### src/rtl/edge_tick_array_pkg.sv
// Shared types for the edge tick array: per-channel FSM states, edge modes,
// and helpers that decide whether a given mode reports a rising or falling edge.
package edge_tick_array_pkg;

  typedef enum logic [1:0] {
    ST_ZERO  = 2'd0,
    ST_WAIT1 = 2'd1,
    ST_ONE   = 2'd2,
    ST_WAIT0 = 2'd3
  } state_e;

  localparam logic [1:0] MODE_RISE = 2'b00;
  localparam logic [1:0] MODE_FALL = 2'b01;
  localparam logic [1:0] MODE_BOTH = 2'b10;
  localparam logic [1:0] MODE_OFF  = 2'b11;

  function automatic logic rise_en(input logic [1:0] mode);
    return (mode == MODE_RISE) || (mode == MODE_BOTH);
  endfunction

  function automatic logic fall_en(input logic [1:0] mode);
    return (mode == MODE_FALL) || (mode == MODE_BOTH);
  endfunction

endpackage

### src/rtl/edge_tick_array_if.sv
// Bundle of the per-channel level inputs, mode/clear controls and tick/flag outputs.
// The master side drives levels and controls; the slave side is the tick array.
interface edge_tick_array_if #(
  parameter int CHANNELS = 4
);
  logic [CHANNELS-1:0] level;
  logic [1:0]          mode;
  logic [CHANNELS-1:0] clr;
  logic [CHANNELS-1:0] tick;
  logic                tick_any;
  logic [CHANNELS-1:0] level_db;
  logic [CHANNELS-1:0] event_flg;

  modport master (
    output level, mode, clr,
    input  tick, tick_any, level_db, event_flg
  );

  modport slave (
    input  level, mode, clr,
    output tick, tick_any, level_db, event_flg
  );
endinterface

### src/rtl/edge_tick_array_chan.sv
// One channel: synchroniser, debounce FSM, registered tick and sticky event flag.
// Tick appears SYNC_STAGES+DEBOUNCE edges after the raw level change is first sampled.
module edge_tick_array_chan
  import edge_tick_array_pkg::*;
#(
  parameter int SYNC_STAGES = 2,
  parameter int DEBOUNCE    = 4,
  parameter int CNT_W       = 3
) (
  input  logic       clk_i,
  input  logic       reset_i,
  input  logic       level_i,
  input  logic [1:0] mode_i,
  input  logic       clr_i,
  output logic       tick_o,
  output logic       tick_d_o,
  output logic       level_db_o,
  output logic       event_flg_o
);

  localparam logic [CNT_W-1:0] CNT_MAX = CNT_W'(DEBOUNCE - 1);

  logic [SYNC_STAGES-1:0] sync_q;
  state_e                 state_q;
  logic [CNT_W-1:0]       cnt_q;
  logic                   tick_q;
  logic                   tick_d;
  logic                   flg_q;
  logic                   s;
  logic                   cnt_done;

  assign s        = sync_q[SYNC_STAGES-1];
  assign cnt_done = (cnt_q == CNT_MAX);

  // Exposed so the top can register tick_any in the same cycle as tick.
  always_comb begin
    tick_d = 1'b0;
    if (state_q == ST_WAIT1 && s && cnt_done) begin
      tick_d = rise_en(mode_i);
    end else if (state_q == ST_WAIT0 && !s && cnt_done) begin
      tick_d = fall_en(mode_i);
    end
  end

  always_ff @(posedge clk_i) begin
    if (reset_i) begin
      sync_q  <= '0;
      state_q <= ST_ZERO;
      cnt_q   <= '0;
      tick_q  <= 1'b0;
      flg_q   <= 1'b0;
    end else begin
      sync_q <= {sync_q[SYNC_STAGES-2:0], level_i};
      tick_q <= tick_d;
      // A tick landing together with clr keeps the flag set.
      flg_q  <= tick_q | (flg_q & ~clr_i);
      case (state_q)
        ST_ZERO: begin
          if (s) begin
            state_q <= ST_WAIT1;
            cnt_q   <= '0;
          end
        end
        ST_WAIT1: begin
          if (!s) begin
            state_q <= ST_ZERO;
            cnt_q   <= '0;
          end else if (cnt_done) begin
            state_q <= ST_ONE;
            cnt_q   <= '0;
          end else begin
            cnt_q <= cnt_q + CNT_W'(1);
          end
        end
        ST_ONE: begin
          if (!s) begin
            state_q <= ST_WAIT0;
            cnt_q   <= '0;
          end
        end
        ST_WAIT0: begin
          if (s) begin
            state_q <= ST_ONE;
            cnt_q   <= '0;
          end else if (cnt_done) begin
            state_q <= ST_ZERO;
            cnt_q   <= '0;
          end else begin
            cnt_q <= cnt_q + CNT_W'(1);
          end
        end
      endcase
    end
  end

  assign tick_o      = tick_q;
  assign tick_d_o    = tick_d;
  assign level_db_o  = (state_q == ST_ONE) || (state_q == ST_WAIT0);
  assign event_flg_o = flg_q;

endmodule

### src/rtl/edge_tick_array.sv
// N independent debounced level-to-tick channels plus a registered OR of all ticks.
// tick_any is aligned with tick; there is no backpressure, ticks are never stored.
module edge_tick_array #(
  parameter int CHANNELS    = 4,
  parameter int SYNC_STAGES = 2,
  parameter int DEBOUNCE    = 4,
  parameter int CNT_W       = 3
) (
  input  logic               clk_i,
  input  logic               reset_i,
  edge_tick_array_if.slave   bus
);

  logic [CHANNELS-1:0] tick_d;
  logic                tick_any_q;

  for (genvar g = 0; g < CHANNELS; g++) begin : g_chan
    edge_tick_array_chan #(
      .SYNC_STAGES (SYNC_STAGES),
      .DEBOUNCE    (DEBOUNCE),
      .CNT_W       (CNT_W)
    ) u_chan (
      .clk_i       (clk_i),
      .reset_i     (reset_i),
      .level_i     (bus.level[g]),
      .mode_i      (bus.mode),
      .clr_i       (bus.clr[g]),
      .tick_o      (bus.tick[g]),
      .tick_d_o    (tick_d[g]),
      .level_db_o  (bus.level_db[g]),
      .event_flg_o (bus.event_flg[g])
    );
  end

  always_ff @(posedge clk_i) begin
    if (reset_i) begin
      tick_any_q <= 1'b0;
    end else begin
      tick_any_q <= |tick_d;
    end
  end

  assign bus.tick_any = tick_any_q;

endmodule

### src/flat_wrapper.sv
// flat-port wrapper written by rule: the top's interface ports become plain ports
module edge_tick_array_flat 
#(
  parameter int CHANNELS    = 4,
  parameter int SYNC_STAGES = 2,
  parameter int DEBOUNCE    = 4,
  parameter int CNT_W       = 3
)
  (clk_i, reset_i, bus_level, bus_mode, bus_clr, bus_tick, bus_tick_any, bus_level_db, bus_event_flg);
  edge_tick_array_if #(.CHANNELS(CHANNELS)) bus_i ();
  input  logic clk_i;
  input  logic reset_i;
  input wire logic [$bits(bus_i.level)-1:0] bus_level;
  input wire logic [$bits(bus_i.mode)-1:0] bus_mode;
  input wire logic [$bits(bus_i.clr)-1:0] bus_clr;
  output wire logic [$bits(bus_i.tick)-1:0] bus_tick;
  output wire logic [$bits(bus_i.tick_any)-1:0] bus_tick_any;
  output wire logic [$bits(bus_i.level_db)-1:0] bus_level_db;
  output wire logic [$bits(bus_i.event_flg)-1:0] bus_event_flg;
  assign bus_i.level = bus_level;
  assign bus_i.mode = bus_mode;
  assign bus_i.clr = bus_clr;
  assign bus_tick = bus_i.tick;
  assign bus_tick_any = bus_i.tick_any;
  assign bus_level_db = bus_i.level_db;
  assign bus_event_flg = bus_i.event_flg;
  edge_tick_array #(.CHANNELS(CHANNELS), .SYNC_STAGES(SYNC_STAGES), .DEBOUNCE(DEBOUNCE), .CNT_W(CNT_W)) u_core (.clk_i(clk_i), .reset_i(reset_i), .bus(bus_i));
endmodule
### config.mk
export PLATFORM = sky130hd
export DESIGN_NAME = edge_tick_array_flat
export DESIGN_NICKNAME = d
export VERILOG_FILES = /design/src/rtl/edge_tick_array_pkg.sv /design/src/rtl/edge_tick_array_if.sv /design/src/rtl/edge_tick_array_chan.sv /design/src/rtl/edge_tick_array.sv /design/src/flat_wrapper.sv
export SDC_FILE = /design/constraint.sdc
export NUM_CORES = 1
export LEC_CHECK = 0
export CAP_MARGIN = 40
export CORE_MARGIN = 2
export CORE_UTILIZATION = 52
export DETAILED_ROUTE_END_ITERATION = 16
export GPL_ROUTABILITY_DRIVEN = 0
export PLACE_DENSITY = 0.88
export SYNTH_ARGS = -nofsm -noshare
export SYNTH_HDL_FRONTEND = slang
export SYNTH_SLANG_ARGS = --single-unit
export TNS_END_PERCENT = 5
### constraint.sdc
create_clock -name clk_i -period 1.4 [get_ports clk_i]
set_input_delay 0.35 -clock clk_i [delete_from_list [all_inputs] [get_ports clk_i]]
set_output_delay 0.35 -clock clk_i [all_outputs]
set_load 0.1 [all_outputs]
==> metrics.txt <==
Slew Limit Fails=0; register area share after synthesis=47.25%; post-synth net total=191; endpoint class of the critical path=register; status=complete, but fails checks; R2R Setup Slk=between 0.1 and 0.15 ns; Initial Util=55.89%; min-delay worst type=reg -> reg; routed vias/inst=5.332; layout cells sized above 1=17.99%; PnR Total Power=about 1700 uW; met2 usage=about 33%; Wirelength per Cell=around 13 um; worst slew pin tran=0.3418 ns; largest cells by area after synthesis=dfxtp_1, nor2_1, buf_4; layout net count=between 200 and 250; first-pass GRT wire length=4.767 mm; number of flops mapped to enable cells by yosys=0; Most Crowded Layer GR=met2; worst skew pair latency=about 0.35 ns; clock skew=around 0.009 ns; RSZ-0062 raised after global routing=false; Die X=58.91 um; largest net degree at the start of global routing=28; post-CTS setup buffers=0; top cell type by total area after synthesis=dfxtp_1; Hold Path End=u_core.g_chan[2].u_chan.sync_q[1]$_SDFF_PP0_; FFs w/ async S/R, synth=0%; Final Cycle Share=96.55%; WHS=between 0.4 and 0.5 ns; clk root buf=clkbuf_4; Overflow after GRT=0; Hold Startpoint=u_core.g_chan[2].u_chan.sync_q[0]$_SDFF_PP0_; vias in the first global route=1161; FMAX=739.8 MHz; CTS Buf Count=5; Synth cell types=29; HPWL Detailed=2.125 mm; CP required=1.67 ns; Setup Slack @ Placement=-0.4072 ns; failing checks=DRC; PortBufs=24; final setup margin=approximately 0.048 ns; CTS sink count=37; Min Clock Period, post-route=between 1 and 1.5 ns; Syn Inst Count=173; reg2reg start=u_core.g_chan[3].u_chan.cnt_q[0]$_SDFFE_PP0P_; die height=58.91 um; Final Hold Viols=0; Antenna Nets Post-Route=0; Arr. time, crit path=1.62 ns; Slew HR=slightly below 80%; share of the synthesized area in the top cell type=47.25%; pwr/cell area=869.8 nW/um^2; final setup vio count=0; met1 usage in global routing=18.42%; final wirelength=2.855 mm; total track usage=18.55%; Max Cap Viol=0; Worst R2R Path Depth=5; M3 GR Usage=about 5.5%; routed vias=1173; Inserted Diodes=0; leakage=between 0.0007 and 0.0008 uW; WHS Path Cells=1; CTS tree=built; FP Rows=19; Area Growth Syn to Fin=26.02%; H-tree depth=2; R2R Path End=u_core.bus.tick_any$_SDFF_PP0_; Synth Cell Area=1568 sq um; Detailed Route Iter0 Violations=37; drt drc=3; initial antenna violation count=0; Core ar.=2805 sq um; Synth Flop Type=dfxtp_1; crit path launch type=primary input; Clock Path Buffers=2; Max IR drop VDD=0.8401 mV; Worst-path clk slew=0.10 ns; Setup Crit Path Kind=in -> reg; Die ar.=3470 sq um; Yosys warnings=0; register bit total from synthesis=37; IO Pins=25; Max FO, Critical Path=4; synthesized area per cell=9.062 sq um; Initial DRT Pass Iterations=10
==> cell families (layout without fill, tap and decap cells) <==
logic type / after synthesis / after routing / synth area share (%)
AOI/OAI and AO/OA: 24 / 24 / 8.459
xor gates and xnor gates: 6 / 6 / 3.832
adders and majority gates: 6 / 6 / 4.788
buffers and inverters: 29 / 45 / 10.14
DFF: 37 / 37 / 47.25
muxes: 5 / 5 / 3.192
and+or+nand+nor: 66 / 66 / 22.35
==> how the worst max path moves through the flow <==
stage                startpoint  depth (start not counted)  slack (ns)                              to
floorplan              register                          2        0.14                 bus_level_db[0]
global placement    bus_mode[1]                          7       -0.30  u_core.bus.tick_any$_SDFF_PP0_
detailed placement  bus_mode[1]                          7       -0.41  u_core.bus.tick_any$_SDFF_PP0_
CTS                 bus_mode[0]                          7      -0.008  u_core.bus.tick_any$_SDFF_PP0_
global route           register                          1      0.0007                 bus_level_db[0]
finish              bus_mode[0]                          7        0.05  u_core.bus.tick_any$_SDFF_PP0_
==> critical path, stage by stage <==
cell	delay [ns]
clkdlybuf4s50_1	0.48
inv_2	0.06
ha_4	0.28
nand3b_1	0.07
o21ai_0	0.07
nand2_1	0.11
a41oi_2	0.20
==> timing repair <==
item / CTS / global route
setup endpoints to repair: 3 / 5
pin swaps: 0 / 2
gates resized for setup: 3 / 9
gates cloned: 0 / 0
hold buffers: 0 / 0
==> cell usage in the layout, fill, tap and decap left out, drive strengths merged, types with 2 or more instances in the layout <==
cell	n
a21oi	11
a22oi	2
and2	2
buf	17
clkbuf	8
clkdlybuf4s50	10
dfxtp	37
ha	6
inv	9
mux2i	5
nand2	7
nand3	3
nand3b	4
nor2	25
nor2b	9
nor3	3
nor3b	9
o21ai	9
xnor2	3
xor2	3
==> cell usage after synthesis (all sizes together) (4+ instances only) <==
master	number
a21oi	11
buf	14
clkbuf	5
dfxtp	37
ha	6
inv	9
mux2i	5
nand2	7
nand3b	4
nor2	25
nor2b	9
nor3b	9
o21ai	9
==> layer usage <==
metal	up-vias	routed length, um
met5	-	0
met4	0	87
met3	8	179
met2	44	1487
met1	536	1101
li1	585	-
==> power by group <==
group	internal, uW	switching, uW
Sequential	1070	11.8
Clock	200	326
Combinational	62.1	52.4
==> cell type report <==
class	instances	area [sq um]
flip-flops and latches	37	745.7
well taps	31	38.79
multi-input cells	107	693.2
fillers	217	829.5
repair buffers	28	415.4
clock buffers	8	48.80
inverters	9	33.78
==> per-stage QoR <==
stage,setup TNS (ns),cells,utilization [%],area (sq um)
6_report,0,220,70.43,1976
5_1_grt,0,220,70.43,1976
4_1_cts,-0.008318,220,69.80,1958
3_5_place_dp,-1.456,212,67.53,1894
3_3_place_gp,-1.180,212,67.53,1894
2_1_floorplan,0,173,-,1568
No activity file was read; power rests on OpenSTA's default activity.
